`config.mk`:
```
export PLATFORM = sky130hd
export DESIGN_NAME = ip_fetch_seq
export DESIGN_NICKNAME = d
export VERILOG_FILES = /design/src/rtl/ip_fetch_seq_pkg.sv /design/src/rtl/ip_fetch_seq_ip_comb.sv /design/src/rtl/ip_fetch_seq.sv
export SDC_FILE = /design/constraint.sdc
export NUM_CORES = 1
export LEC_CHECK = 0
export ABC_AREA = 1
export BUFFER_PORTS_ARGS = -buffer_cell sky130_fd_sc_hd__buf_4
export CAP_MARGIN = 20
export CORE_ASPECT_RATIO = 0.9
export CORE_MARGIN = 2
export CORE_UTILIZATION = 49
export CTS_CLUSTER_DIAMETER = 150
export DETAILED_ROUTE_END_ITERATION = 8
export PLACE_DENSITY_LB_ADDON = 0.1
export SYNTH_ARGS = -nofsm -noshare
export SYNTH_HDL_FRONTEND = slang
export SYNTH_HIERARCHICAL = 1
export SYNTH_SLANG_ARGS = --single-unit
```
`constraint.sdc`:
```
create_clock -name clk -period 3.4 [get_ports clk]
set_input_delay 0.17 -clock clk [delete_from_list [all_inputs] [get_ports clk]]
set_output_delay 0.17 -clock clk [all_outputs]
set_load 0.1 [all_outputs]
```
`src/rtl/ip_fetch_seq_pkg.sv`:
```
// rtl/ip_fetch_seq_pkg.sv - shared encodings for the fetch sequencer
// Purpose: flow-control op codes, sequencer state encoding, the ip_comb
//          select bundle and the op-to-select decode.
// Ports:   none (package)
package ip_fetch_seq_pkg;

   localparam logic [2:0] OP_NEXT = 3'd0;
   localparam logic [2:0] OP_JMP  = 3'd1;
   localparam logic [2:0] OP_BZ   = 3'd2;
   localparam logic [2:0] OP_RET  = 3'd3;
   localparam logic [2:0] OP_JTOS = 3'd4;

   typedef enum logic [1:0] {
      BOOT    = 2'd0,
      FETCH   = 2'd1,
      DELIVER = 2'd2
   } state_e;

   typedef struct packed {
      logic ip_skip;
      logic ip_imm_sel;
      logic ip_reg_sel;
      logic ip_tos_sel;
   } ip_sel_t;

   // Reserved op codes (5-7) fall into the default and behave as NEXT.
   function automatic ip_sel_t decode_ctl_op(input logic [2:0] op);
      ip_sel_t s;
      s = '0;
      case (op)
         OP_JMP:  s.ip_imm_sel = 1'b1;
         OP_BZ: begin
            s.ip_skip    = 1'b1;
            s.ip_imm_sel = 1'b1;
         end
         OP_RET:  s.ip_reg_sel = 1'b1;
         OP_JTOS: begin
            s.ip_reg_sel = 1'b1;
            s.ip_tos_sel = 1'b1;
         end
         default: s = '0;
      endcase
      return s;
   endfunction

endpackage

```
`src/rtl/ip_fetch_seq_ip_comb.sv`:
```
// rtl/ip_fetch_seq_ip_comb.sv - next instruction pointer selection
// Purpose: combinational next-IP computation from the select lines.
// Ports:   ip           in  current instruction pointer
//          ip_imm       in  immediate branch target
//          tos          in  top of data stack (low bits)
//          tos_is_zero  in  data-stack top equals zero
//          rstack_top   in  top of return stack
//          ip_skip      in  conditional: take ip_imm only when tos_is_zero
//          ip_imm_sel   in  select immediate target
//          ip_reg_sel   in  select a register source (return stack or TOS)
//          ip_tos_sel   in  with ip_reg_sel, choose TOS over return stack
//          ip_result    out next instruction pointer
module ip_comb #(
   parameter int unsigned iaddr_width = 10
) (
   input  logic [iaddr_width-1:0] ip,
   input  logic [iaddr_width-1:0] ip_imm,
   input  logic [iaddr_width-1:0] tos,
   input  logic                   tos_is_zero,
   input  logic [iaddr_width-1:0] rstack_top,
   input  logic                   ip_skip,
   input  logic                   ip_imm_sel,
   input  logic                   ip_reg_sel,
   input  logic                   ip_tos_sel,
   output logic [iaddr_width-1:0] ip_result
);

   logic [iaddr_width-1:0] ip_inc;

   // Increment wraps naturally at the top of the address space.
   assign ip_inc = ip + {{(iaddr_width-1){1'b0}}, 1'b1};

   always_comb begin
      ip_result = ip_inc;
      if (ip_reg_sel) begin
         ip_result = ip_tos_sel ? tos : rstack_top;
      end else if (ip_imm_sel) begin
         // Conditional branch falls through when the stack top is nonzero.
         ip_result = (ip_skip && !tos_is_zero) ? ip_inc : ip_imm;
      end
   end

endmodule

```
`src/rtl/ip_fetch_seq.sv`:
```
// rtl/ip_fetch_seq.sv - instruction fetch sequencer owning the IP register
// Purpose: fetches one instruction at a time over mem_req/mem_ack, presents
//          it to decode over insn_valid/insn_ready and advances IP using the
//          accepted instruction's flow-control op.
// Ports:   clk, reset                 clock and async active-high reset
//          mem_req, mem_addr          fetch request and address (= IP)
//          mem_ack, mem_rdata         fetch completion and data
//          insn_valid, insn           registered instruction to decode
//          insn_ready                 decode accepts insn
//          IP                         current instruction pointer
//          ctl_op, ctl_imm            flow op and branch target
//          TOS, TOS_is_zero           data-stack top and zero flag
//          rstack_top                 return-stack top
module ip_fetch_seq
   import ip_fetch_seq_pkg::*;
#(
   parameter int unsigned iaddr_width = 10,
   parameter int unsigned insn_width  = 16,
   parameter int unsigned reset_vec   = 0
) (
   input  logic                   clk,
   input  logic                   reset,
   output logic                   mem_req,
   output logic [iaddr_width-1:0] mem_addr,
   input  logic                   mem_ack,
   input  logic [insn_width-1:0]  mem_rdata,
   output logic                   insn_valid,
   output logic [insn_width-1:0]  insn,
   input  logic                   insn_ready,
   output logic [iaddr_width-1:0] IP,
   input  logic [2:0]             ctl_op,
   input  logic [iaddr_width-1:0] ctl_imm,
   input  logic [iaddr_width-1:0] TOS,
   input  logic                   TOS_is_zero,
   input  logic [iaddr_width-1:0] rstack_top
);

   localparam logic [iaddr_width-1:0] RESET_IP = iaddr_width'(reset_vec);

   state_e                 state_q, state_d;
   logic [iaddr_width-1:0] ip_q, ip_d;
   logic [insn_width-1:0]  insn_q, insn_d;
   ip_sel_t                sel;
   logic [iaddr_width-1:0] ip_result;

   always_comb begin
      sel = decode_ctl_op(ctl_op);
   end

   ip_comb #(
      .iaddr_width (iaddr_width)
   ) u_ip_comb (
      .ip          (ip_q),
      .ip_imm      (ctl_imm),
      .tos         (TOS),
      .tos_is_zero (TOS_is_zero),
      .rstack_top  (rstack_top),
      .ip_skip     (sel.ip_skip),
      .ip_imm_sel  (sel.ip_imm_sel),
      .ip_reg_sel  (sel.ip_reg_sel),
      .ip_tos_sel  (sel.ip_tos_sel),
      .ip_result   (ip_result)
   );

   // mem_ack and insn_ready are only looked at in the state that owns them,
   // so stray handshakes elsewhere (including a late ack in BOOT) are dropped.
   always_comb begin
      state_d    = state_q;
      ip_d       = ip_q;
      insn_d     = insn_q;
      mem_req    = 1'b0;
      insn_valid = 1'b0;
      case (state_q)
         BOOT: begin
            state_d = FETCH;
         end
         FETCH: begin
            mem_req = 1'b1;
            if (mem_ack) begin
               insn_d  = mem_rdata;
               state_d = DELIVER;
            end
         end
         DELIVER: begin
            insn_valid = 1'b1;
            if (insn_ready) begin
               ip_d    = ip_result;
               state_d = FETCH;
            end
         end
         default: begin
            state_d = BOOT;
         end
      endcase
   end

   always_ff @(posedge clk or posedge reset) begin
      if (reset) begin
         state_q <= BOOT;
         ip_q    <= RESET_IP;
         insn_q  <= '0;
      end else begin
         state_q <= state_d;
         ip_q    <= ip_d;
         insn_q  <= insn_d;
      end
   end

   assign mem_addr = ip_q;
   assign IP       = ip_q;
   assign insn     = insn_q;

endmodule

```
### Word level (Yosys, flattened, before mapping)

Cells that the tools add are included.

| storage, ports and cells | value |
|---|---|
| flip-flop bits (word level) | 28 |
| input bits | 54 |
| output and inout port bits | 38 |
| logic and storage cells | 33 |

| operators by class | value |
|---|---|
| $add $sub $neg | 1 |
| equality and inequality tests | 8 |
| mux-type cells | 13 |
| reductions and logical operators | 8 |

Operators with widths:

| operator | number |
|---|---|
| $mux 10 | 4 |
| $add 10x1->10 const B | 1 |
| $eq 3x2->1 const B | 2 |
| $mux 1 | 6 |
| $pmux 2 s3 | 1 |
| $reduce_and 2->1 | 3 |
| $mux 2 | 2 |
| $ne 2x2->1 const B | 2 |
| $reduce_or 2->1 | 2 |
| $eq 3x1->1 const B | 1 |
| $eq 3x3->1 const B | 1 |
| $eq 2x1->1 const B | 1 |
| $eq 2x2->1 const B | 1 |
| $logic_not 2->1 | 1 |
| $logic_and 1x1->1 | 1 |
| $logic_not 1->1 | 1 |

### Logic depth before layout (Yosys ltp)

Gate-level depths: netlist of the first run.

| logic depth | value |
|---|---|
| word-level depth | 6 |
| depth in mapped cells | 10 |

### Hierarchy

Netlist of the first run, hierarchy kept.

By module, submodules not included:

| module | times used | cells an instance | area an instance (um2) | sequential area each (um2) |
|---|---|---|---|---|
| ip_fetch_seq | 1 | 147 | 1,306.3 | 700.7 |
| ip_comb | 1 | 107 | 526.8 | 0.0 |

### Least setup slack after synthesis of the first run

OpenSTA, ideal clock, no wires.

| path | value |
|---|---|
| path kind | reg2reg |
| start | reg ip_q[0] (netlist: IP[0]) |
| end | reg ip_q[8] (netlist: IP[8]) |
| setup time | 0.123 ns |
| arrival | 1.991 ns |
| setup slack | 1.286 ns |
| cell stages (with the launch flop) | 11 |
| period minus slack after synthesis | 2.114 ns |
| path through | dfrtp_1 ha_1 nand3_2 nor2_2 nand2_1 nand2_1 nand3_1 nand2_1 nand2_1 nand4_1 nand2_1 |

| on the way | value |
|---|---|
| cells in the longest elaborated chain, start to end | 4 |

RTL lines:

| element | RTL line | RTL |
|---|---|---|
| from (decl) | ip_fetch_seq.sv:41 | `logic [iaddr_width-1:0] ip_q, ip_d;` |
| from (signal assigned) | ip_fetch_seq.sv:104 | `ip_q <= ip_d;` |
| $add 10x1->10 (*) | ip_fetch_seq_ip_comb.sv:31 | `assign ip_inc = ip + {{(iaddr_width-1){1'b0}}, 1'b1};` |
| $mux 10 | ip_fetch_seq_ip_comb.sv:39 | `ip_result = (ip_skip && !tos_is_zero) ? ip_inc : ip_imm;` |
| $mux 10 (*) | ip_fetch_seq_ip_comb.sv:37 | `end else if (ip_imm_sel) begin` |
| $mux 10 (*) | ip_fetch_seq_ip_comb.sv:35 | `if (ip_reg_sel) begin` |
| via ip_result[8] | ip_fetch_seq.sv:44 | `logic [iaddr_width-1:0] ip_result;` |

The timed path passes the listed nets; every way through them passes the cells marked *.
A chain may end at the register's enable or synchronous reset.

### Final worst setup path of the first run

| path | value |
|---|---|
| start | reg state_q[0] |
| end | out mem_req |

| on the way | value |
|---|---|
| cells in the longest elaborated chain, start to end | 2 |

RTL lines:

| element | RTL line | RTL |
|---|---|---|
| from (decl) | ip_fetch_seq.sv:40 | `state_e state_q, state_d;` |
| from (signal assigned) | ip_fetch_seq.sv:103 | `state_q <= state_d;` |
| $eq 2x1->1 | ip_fetch_seq.sv:73 | `case (state_q)` |
| $mux 1 | ip_fetch_seq.sv:73 |  |
| to (decl) | ip_fetch_seq.sv:23 | `output logic mem_req,` |

No other way between the ends.

==> results.json, run 1 <==
{
  "synth_nets": 309,
  "initial_utilization_pct": 50.2,
  "num_antenna_cells": 0,
  "port_buffers": 91,
  "finalSetupViolations": 0,
  "cts.root.buffer_cell": "sky130_fd_sc_hd__clkbuf_8",
  "yosys-top-cells-area": "sky130_fd_sc_hd__dfrtp_1, sky130_fd_sc_hd__nand2_1, sky130_fd_sc_hd__nand4_1, sky130_fd_sc_hd__o21ai_0, sky130_fd_sc_hd__buf_4",
  "startpoint_type": "flop",
  "cp_max_fo": 18,
  "synth_cell_types": 23,
  "global_route.usage.total_pct": 21.2,
  "drt_iter0_drc": 82,
  "final_core_utilization_pct": 69.0,
  "wl_per_cell_um": 11.6,
  "drive_above_1_share_pct": 32.2,
  "cap_viol_max_count": 0,
  "synth_most_common_cell": "sky130_fd_sc_hd__nand2_1",
  "cts_buffers": 3,
  "final.setup_skew_ps": 8.87,
  "tritoncts_clock_tree": "built",
  "row_count": 21,
  "die_x_um": 68.5,
  "report.final.slew_viol_count": 0,
  "cts_resized": 0,
  "cts_num_sinks": 28,
  "synth_warn": 6,
  "timing.critical_path.slowest_cell_delay_ps": 730,
  "yosysSeqAreaShare_pct": 38.2,
  "detailroute.via_count": 1841,
  "place.gp.congestion": 0.759,
  "hpwl_um": 3230,
  "min_period_over_period_pct": 61.1,
  "synthFlopType": "sky130_fd_sc_hd__dfrtp_1",
  "total_routed_wirelength_um": 4350,
  "synth-async-reset-ratio_pct": 100,
  "synth_enable_flop_cells": 0,
  "worst_slew_margin_rel_pct": 60.6,
  "postSynthAreaPerCell_um2": 7.22,
  "critical_path.endpoint_type": "output pin",
  "instances_no_fill": 375,
  "nNetsFinal": 385,
  "timing.fmax_ghz": 0.481,
  "synth_top_area_share_pct": 38.2,
  "fin_tns_setup_ps": 0,
  "path_clk_slew_ps": 90,
  "numPlacedInstances": 369,
  "worst_setup_path_category": "reg -> out",
  "wire_length_of_the_first_global_routing_pass_um": 6930,
  "timing_worst_slew_pin_value_ps": 590,
  "cp_data_required_time_ps": 3230,
  "worstPathCellList": "inv_1, nor2_1, buf_4",
  "globalRoute.totalOverflow": 0,
  "area_growth_syn_to_layout_pct": 37.5,
  "cp_data_arrival_time_ps": 1910,
  "period_minus_slack_ps": 2080,
  "grt_pass1_vias": 1536,
  "die_h_um": 62.0,
  "cells_after_synth": 254,
  "drt_pass1_iterations": 4,
  "detail_route.vias_per_cell": 4.91,
  "fin_worst_hold_slack_ps": 142,
  "final_hold_viol_count": 0,
  "post_synth_most_frequent_cells": "sky130_fd_sc_hd__nand2_1, sky130_fd_sc_hd__dfrtp_1, sky130_fd_sc_hd__nand4_1, sky130_fd_sc_hd__o21ai_0, sky130_fd_sc_hd__nor2_1",
  "unrepaired_setup_endpoints_after_global_routing": "false",
  "detail_route.drc_violations": 0,
  "insertion_delay_to_the_later_sink_of_the_worst_skew_pair_ps": 270,
  "initial_antenna_violation_count": 0,
  "io_pins": 92,
  "synthDominantAreaCellType": "sky130_fd_sc_hd__dfrtp_1",
  "cp_slowest_cell": "sky130_fd_sc_hd__dfrtp_1",
  "core_um2": 3650,
  "max-clock-path-buffers": 2,
  "grt_start_max_net_pins": 29,
  "cts.htree.levels": 1,
  "number_of_flip_flops_and_latches_in_the_synthesized_netlist": 28,
  "worst_hold_path_type": "in -> reg",
  "antenna_left": 0,
  "mapped_area_um2": 1830,
  "die-area_um2": 4250,
  "outcome": "complete, no violations"
}
==> final cells by class <==
type	instances	area, um2
Timing Repair Buffer	93	721
Sequential cell	28	701
Tap cell	46	57.6
Clock inverter	1	30.0
Clock buffer	3	41.3
Fill cell	317	1130
Inverter	21	78.8
Multi-Input combinational cell	183	892
==> path summary, 6_finish.rpt <==
check	endpoint	depth (start not counted)	from	slack, ps
worst max-delay path	mem_req	3	state_q[0]$_DFFE_PP0P_	1320
worst min-delay path	insn[14]$_DFFE_PP0P_	3	mem_rdata[14]	140
worst max register to register	IP[1]$_DFFE_PP0P_	4	state_q[0]$_DFFE_PP0P_	1800
worst min register to register	insn[5]$_DFFE_PP0P_	2	insn[5]$_DFFE_PP0P_	480
max in group asynchronous	insn[7]$_DFFE_PP0P_	4	reset	2590
min in group asynchronous	insn[15]$_DFFE_PP0P_	3	reset	390
==> worst max-delay path: cells and delay by family (launching register included) <==
family | cells | cell delay [ps]
DFF | 1 | 730
buffers and inverters | 2 | 690
and+or+nand+nor | 1 | 210
==> flip-flops by register name, summed over array words and instances (netlist names) <==
name     cells
IP          10
insn        16
state_q      2
==> cell usage in the layout (no fill, tap or decap), drive strengths merged <==
cell,count
ha,1
xnor2,3
dfrtp,28
o21ai,27
a21oi,1
nand2,80
bufinv,1
nand4,26
nor2,26
nand3,14
buf,92
clkbuf,3
inv,21
or2,2
o211ai,1
o22ai,1
dlygate4sd3,1
nor3b,1
==> metal layers <==
metal	GRT usage, %	wire length, um	up-vias
met5	0	0	-
met4	1.71	0	0
met3	4.50	229	0
met2	36.4	2050	47
met1	28.9	2060	817
li1	-	-	977
==> cells by family after synthesis <==
kind of cell | share of synthesized area, %
AND/OR/NAND/NOR | 37.5
buffers and inverters | 13.1
AO/OA/AOI/OAI | 9.01
flip-flops | 38.2
XOR/XNOR | 1.43
adder cells (fa/ha/maj) | 0.682
==> metrics by stage <==
| stage | setup slack, ps | cell area (um2) |
|---|---|---|
| 3_5_place_dp | 1640 | 2410 |
| 2_1_floorplan | 1290 | 1830 |
| 5_1_grt | 1160 | 2520 |
| 4_1_cts | 1330 | 2480 |
| 6_report | 1320 | 2520 |
| 3_3_place_gp | 1630 | 2410 |
==> repair_timing <==
item,in CTS,in global routing
hold endpoints to repair,0,5
buffers inserted,0,0
hold buffers,0,1
Power of run 1 is not shown: default switching activity piles up to over one toggle a cycle in this logic, so the estimate is an artifact.
==> run 2, diff against run 1 <==
--- a/config.mk
+++ b/config.mk
@@ -10,7 +10,7 @@
 export CAP_MARGIN = 20
 export CORE_ASPECT_RATIO = 0.9
 export CORE_MARGIN = 2
-export CORE_UTILIZATION = 49
+export CORE_UTILIZATION = 46
 export CTS_CLUSTER_DIAMETER = 150
 export DETAILED_ROUTE_END_ITERATION = 8
 export PLACE_DENSITY_LB_ADDON = 0.1
==> constraint.sdc (replaced) <==
create_clock -name clk -period 2.1 [get_ports clk]
set_input_delay 0.105 -clock clk [delete_from_list [all_inputs] [get_ports clk]]
set_output_delay 0.105 -clock clk [all_outputs]
set_load 0.1 [all_outputs]
==> results.json, run 2 (synthesis results as in run 1) <==
{
  "drt_pass1_iterations": 4,
  "wire_length_of_the_first_global_routing_pass_um": 7830,
  "die-area_um2": 4510,
  "finalSetupViolations": 0,
  "grt_start_max_net_pins": 19,
  "detail_route.vias_per_cell": 5.06,
  "outcome": "complete, no violations",
  "row_count": 21,
  "min_path_cells": 3,
  "cap_viol_max_count": 0,
  "initial_utilization_pct": 48.4,
  "timing.fmax_ghz": 0.637,
  "worst_hold_path_ep": "insn[12]$_DFFE_PP0P_",
  "cts.root.buffer_cell": "sky130_fd_sc_hd__clkbuf_8",
  "unrepaired_setup_endpoints_after_global_routing": "false",
  "detail_route.drc_violations": 0,
  "critical_path.endpoint_type": "output pin",
  "drt_iter0_drc": 106,
  "timing.reg2reg.setup_slack_ps": 610,
  "critical_path.reg2reg.endpoint": "IP[8]$_DFFE_PP0P_",
  "worst_setup_path_category": "reg -> out",
  "initial_antenna_violation_count": 0,
  "final_hold_viol_count": 0,
  "startpoint_type": "flop",
  "io_pins": 92,
  "n_fill_cell": 356,
  "final.setup_skew_ps": 7.50,
  "report.final.slew_viol_count": 0,
  "cts.htree.levels": 1,
  "global_route.usage.total_pct": 20.7,
  "port_buffers": 91,
  "timing_worst_slew_pin_value_ps": 482,
  "total_routed_wirelength_um": 4510,
  "min_period_over_period_pct": 74.7,
  "holdCritStartpoint": "mem_rdata[12]",
  "flip_flop_count_of_the_largest_register_after_layout": 16,
  "path_clk_slew_ps": 100,
  "place.gp.congestion": 0.777,
  "instances_no_fill": 376,
  "globalRoute.totalOverflow": 0,
  "tritoncts_clock_tree": "built",
  "finalInstanceArea_um2": 2510,
  "cp_data_required_time_ps": 2000,
  "detailroute.via_count": 1901,
  "antenna_left": 0,
  "wl_per_cell_um": 12.0,
  "mostFrequentLayoutCell": "sky130_fd_sc_hd__buf_4",
  "worst-r2r-cell-count": 10,
  "grt_pass1_vias": 1786,
  "cts_buffers": 3,
  "worst_hold_path_type": "in -> reg",
  "numPlacedInstances": 371,
  "core_um2": 3780,
  "layout_common_cells": "sky130_fd_sc_hd__buf_4, sky130_fd_sc_hd__nand2_1, sky130_fd_sc_hd__dfrtp_1, sky130_fd_sc_hd__nand4_1, sky130_fd_sc_hd__o21ai_0",
  "worstPathCellList": "inv_1, nand2_1, inv_1, buf_4",
  "cts_resized": 0,
  "hpwl_um": 3420,
  "max-clock-path-buffers": 2,
  "fin_tns_setup_ps": 0,
  "nNetsFinal": 386,
  "die_h_um": 63.9,
  "period_minus_slack_ps": 1570,
  "cts_num_sinks": 28,
  "cp_max_fo": 14,
  "critical-path-top-cell-by-count": "sky130_fd_sc_hd__inv_1",
  "insertion_delay_to_the_later_sink_of_the_worst_skew_pair_ps": 270,
  "drive_above_1_share_pct": 33.0,
  "postPlaceCellArea_um2": 2430,
  "worst_slew_margin_rel_pct": 67.9,
  "timing.rr.start": "IP[1]$_DFFE_PP0P_",
  "area_growth_syn_to_layout_pct": 37.0,
  "cp_data_arrival_time_ps": 1460,
  "cp_slowest_cell": "sky130_fd_sc_hd__dfrtp_1",
  "timing.critical_path.slowest_cell_delay_ps": 390,
  "num_antenna_cells": 0,
  "die_x_um": 70.5
}
## run 2: metrics by stage
stage               hold slack, ps  worst slack [ps]  utilization [%]
floorplan                      170              7.72                -
global placement               154               550             64.2
detailed placement             164               528             64.2
CTS                           76.0               531             66.4
global route                  79.3               434             66.4
finish                        79.9               531             66.4
## run 2: how the worst max path moves through the flow
stage | startpoint | to | slack, ps | depth (start not counted)
2_1_floorplan | state_q[0]$_DFFE_PP0P_ | state_q[0]$_DFFE_PP0P_ | 8 | 5
3_3_place_gp | ctl_op[1] | IP[3]$_DFFE_PP0P_ | 550 | 9
3_5_place_dp | ctl_op[0] | IP[3]$_DFFE_PP0P_ | 530 | 10
4_1_cts | state_q[0]$_DFFE_PP0P_ | insn_valid | 530 | 4
5_1_grt | state_q[0]$_DFFE_PP0P_ | insn_valid | 430 | 4
6_report | state_q[0]$_DFFE_PP0P_ | insn_valid | 530 | 4
## run 2: layout make-up
cell class	count	area, um2	area share, %
Clock inverter	1	30.0	1.20
Clock buffer	3	41.3	1.64
Timing Repair Buffer	94	708	28.2
Multi-Input combinational cell	183	892	35.5
Tap cell	46	57.6	2.29
Inverter	21	78.8	3.14
Sequential cell	28	703	28.0
## run 2: repair_timing
item | in CTS | in global routing
hold buffers | 1 | 0
endpoints found under the setup margin | 0 | 0
endpoints found under the hold margin | 12 | 0
setup buffers | 0 | 0
## run 2: critical path, delay by kind of cell, from the launching register on
family	cells	cell delay, ps
flip-flops	1	390
buffers and inverters	3	680
AND/OR/NAND/NOR	1	120
## run 2: metal layers
layer	GRT usage [%]	share of wire, %	up-vias
met1	29.0	46	865
met2	34.9	47	61
met3	3.94	6.7	0
li1	-	-	975
met4	1.65	0	0
met5	0	0	-
Power of run 2 is left out for the same reason.
==> run 3, diff against run 2 <==
--- a/config.mk
+++ b/config.mk
@@ -5,12 +5,12 @@
 export SDC_FILE = /design/constraint.sdc
 export NUM_CORES = 1
 export LEC_CHECK = 0
-export ABC_AREA = 1
+export ABC_AREA = 0
 export BUFFER_PORTS_ARGS = -buffer_cell sky130_fd_sc_hd__buf_4
 export CAP_MARGIN = 20
 export CORE_ASPECT_RATIO = 0.9
 export CORE_MARGIN = 2
-export CORE_UTILIZATION = 46
+export CORE_UTILIZATION = 45
 export CTS_CLUSTER_DIAMETER = 150
 export DETAILED_ROUTE_END_ITERATION = 8
 export PLACE_DENSITY_LB_ADDON = 0.1
==> constraint.sdc (replaced) <==
create_clock -name clk -period 1.5 [get_ports clk]
set_input_delay 0.075 -clock clk [delete_from_list [all_inputs] [get_ports clk]]
set_output_delay 0.075 -clock clk [all_outputs]
set_load 0.1 [all_outputs]
==> results.json, run 3 <==
{
  "mapped_area_um2": 1700,
  "period_minus_slack_ps": 1590,
  "worst_slew_margin_rel_pct": 70.8,
  "n_fill_cell": 292,
  "cells_after_synth": 145,
  "synth_top_area_share_pct": 41.2,
  "die-area_um2": 4290,
  "final.setup_skew_ps": 8.59,
  "worst_setup_path_category": "reg -> reg",
  "final.setup.worst_slack_ps": -86.7,
  "tritoncts_clock_tree": "built",
  "drt_pass1_iterations": 4,
  "die_x_um": 68.8,
  "critical_path.endpoint_type": "flop",
  "number_of_flip_flops_and_latches_in_the_synthesized_netlist": 28,
  "detail_route.vias_per_cell": 5.02,
  "yosys-top-cells-area": "sky130_fd_sc_hd__dfrtp_1, sky130_fd_sc_hd__mux2_2, sky130_fd_sc_hd__mux2_4, sky130_fd_sc_hd__mux2i_1, sky130_fd_sc_hd__buf_4",
  "cts_num_sinks": 28,
  "fin_worst_hold_slack_ps": 10.2,
  "synth_nets": 200,
  "critical_path.endpoint": "IP[9]$_DFFE_PP0P_",
  "critical_path.reg2reg.endpoint": "IP[9]$_DFFE_PP0P_",
  "cts_buffers": 3,
  "grt_pass1_vias": 1467,
  "row_count": 21,
  "cts.root.buffer_cell": "sky130_fd_sc_hd__clkbuf_8",
  "antenna_left": 0,
  "yosysSeqAreaShare_pct": 41.2,
  "final_core_utilization_pct": 71.8,
  "place.gp.congestion": 0.832,
  "layout.area.seq_um2": 729,
  "worstPathCellList": "and4_4, nand4_1, xnor2_1, a221o_1, mux2_2",
  "drive_above_1_share_pct": 66.8,
  "detail_route.drc_violations": 0,
  "initial_antenna_violation_count": 0,
  "pre_cts_slack_ps": -73.7,
  "area_growth_syn_to_layout_pct": 55.3,
  "num_antenna_cells": 0,
  "port_buffers": 91,
  "synth_most_common_cell": "sky130_fd_sc_hd__dfrtp_1",
  "min_period_over_period_pct": 106,
  "die_h_um": 62.3,
  "insertion_delay_to_the_later_sink_of_the_worst_skew_pair_ps": 270,
  "worst-r2r-cell-count": 5,
  "post_synth_most_frequent_cells": "sky130_fd_sc_hd__dfrtp_1, sky130_fd_sc_hd__mux2_2, sky130_fd_sc_hd__mux2i_1, sky130_fd_sc_hd__buf_4, sky130_fd_sc_hd__mux2_4",
  "synth-async-reset-ratio_pct": 100,
  "timing.reg2reg.setup_slack_ps": -90,
  "path_clk_slew_ps": 100,
  "report.final.slew_viol_count": 0,
  "layout_common_cells": "sky130_fd_sc_hd__buf_4, sky130_fd_sc_hd__dfrtp_1, sky130_fd_sc_hd__mux2_2",
  "detailroute.via_count": 1470,
  "cp_data_required_time_ps": 1660,
  "initial_utilization_pct": 46.2,
  "outcome": "complete, but fails checks",
  "wl_per_cell_um": 15.0,
  "cp_data_arrival_time_ps": 1740,
  "unrepaired_setup_endpoints_after_global_routing": "true",
  "nNetsFinal": 303,
  "timing.rr.start": "IP[4]$_DFFE_PP0P_",
  "violations": "setup timing",
  "globalRoute.totalOverflow": 0,
  "synthFlopType": "sky130_fd_sc_hd__dfrtp_1",
  "max-clock-path-buffers": 2,
  "cts.htree.levels": 1,
  "startpoint_type": "flop",
  "multi_input_logic_area_um2": 938,
  "postSynthAreaPerCell_um2": 11.7,
  "synthDominantAreaCellType": "sky130_fd_sc_hd__dfrtp_1",
  "grt_start_max_net_pins": 19,
  "hpwl_um": 3470,
  "io_pins": 92,
  "timing.critical_path.slowest_cell_delay_ps": 430,
  "timing_worst_slew_pin_value_ps": 438,
  "core_um2": 3680,
  "synth_warn": 6,
  "cap_viol_max_count": 0,
  "global_route.usage.total_pct": 21.4,
  "finalInstanceArea_um2": 2640,
  "cp_max_fo": 4,
  "drt_iter0_drc": 81,
  "final_hold_viol_count": 0,
  "timing.fmax_ghz": 0.630,
  "postPlaceCellArea_um2": 2520,
  "total_routed_wirelength_um": 4400,
  "finalSetupViolations": 2,
  "synth_enable_flop_cells": 0,
  "cp_slowest_cell": "sky130_fd_sc_hd__dfrtp_4",
  "synth_cell_types": 36,
  "worst_hold_path_type": "in -> reg",
  "flip_flop_count_of_the_largest_register_after_layout": 16,
  "worst_setup_path_startpoint": "IP[4]$_DFFE_PP0P_",
  "mostFrequentLayoutCell": "sky130_fd_sc_hd__buf_4",
  "wire_length_of_the_first_global_routing_pass_um": 6940
}
[run 3: cell types whose count changed after synthesis, moves of 12 or more]
cell / delta
sky130_fd_sc_hd__nand2_1: -72
sky130_fd_sc_hd__nand4_1: -23
sky130_fd_sc_hd__o21ai_0: -22
sky130_fd_sc_hd__mux2_2: +20
sky130_fd_sc_hd__nor2_1: -20
sky130_fd_sc_hd__inv_1: -17
sky130_fd_sc_hd__mux2i_1: +12
[run 3: layer usage]
layer	vias up	track usage, %	share of wire [%]
li1	712	-	-
met1	704	28.2	42
met2	48	36.7	51
met3	6	3.99	5.1
met4	0	3.19	1.4
met5	-	0	0
[run 3: stage by stage]
step	std cells	TNS, ps
2_1_floorplan	145	-1080
3_3_place_gp	286	-94.4
3_5_place_dp	286	-388
4_1_cts	291	-171
5_1_grt	293	-334
6_report	293	-162
[run 3: logic make-up after synthesis]
logic type | after synthesis | synth area share, %
XOR/XNOR | 9 | 4.64
AND/OR/NAND/NOR | 32 | 11.1
adder cells (fa/ha/maj) | 1 | 0.736
multiplexers | 41 | 28.3
buffers and inverters | 18 | 6.99
AO/OA/AOI/OAI | 16 | 7.06
flip-flops | 28 | 41.2
[run 3: worst min-delay path by stage]
stage                           from                      to  slack [ps]  depth (start not counted)
after global placement         reset       IP[9]$_DFFE_PP0P_          80                          2
final                     insn_ready  state_q[1]$_DFFE_PP0P_          10                          2
after floorplan                reset       IP[0]$_DFFE_PP0P_         140                          1
after global routing      insn_ready  state_q[1]$_DFFE_PP0P_          10                          2
after CTS                 insn_ready  state_q[1]$_DFFE_PP0P_          10                          2
after detailed placement       reset       IP[9]$_DFFE_PP0P_         110                          2
[run 3: layout make-up]
class,count,share of cell area (%)
repair buffers,113,32.5
multi-input cells,99,35.5
flip-flops and latches,28,27.6
well taps,46,2.18
inverters,3,0.427
clock buffers,4,1.71
[run 3: what timing repair did]
item | in CTS | in global routing
buffers inserted | 0 | 2
endpoints found under the setup margin | 4 | 6
gates cloned | 0 | 0
pin swaps | 4 | 7
hold endpoints to repair | 10 | 0
hold buffers | 1 | 0
resized for setup | 1 | 10
[run 3: critical path, delay by kind of cell, from the launching register on]
kind | cells | cell delay [ps]
compound gates | 1 | 280
xor+xnor | 1 | 140
flops | 1 | 430
mux | 1 | 260
simple gates | 2 | 360
Power of run 3 is left out for the same reason.
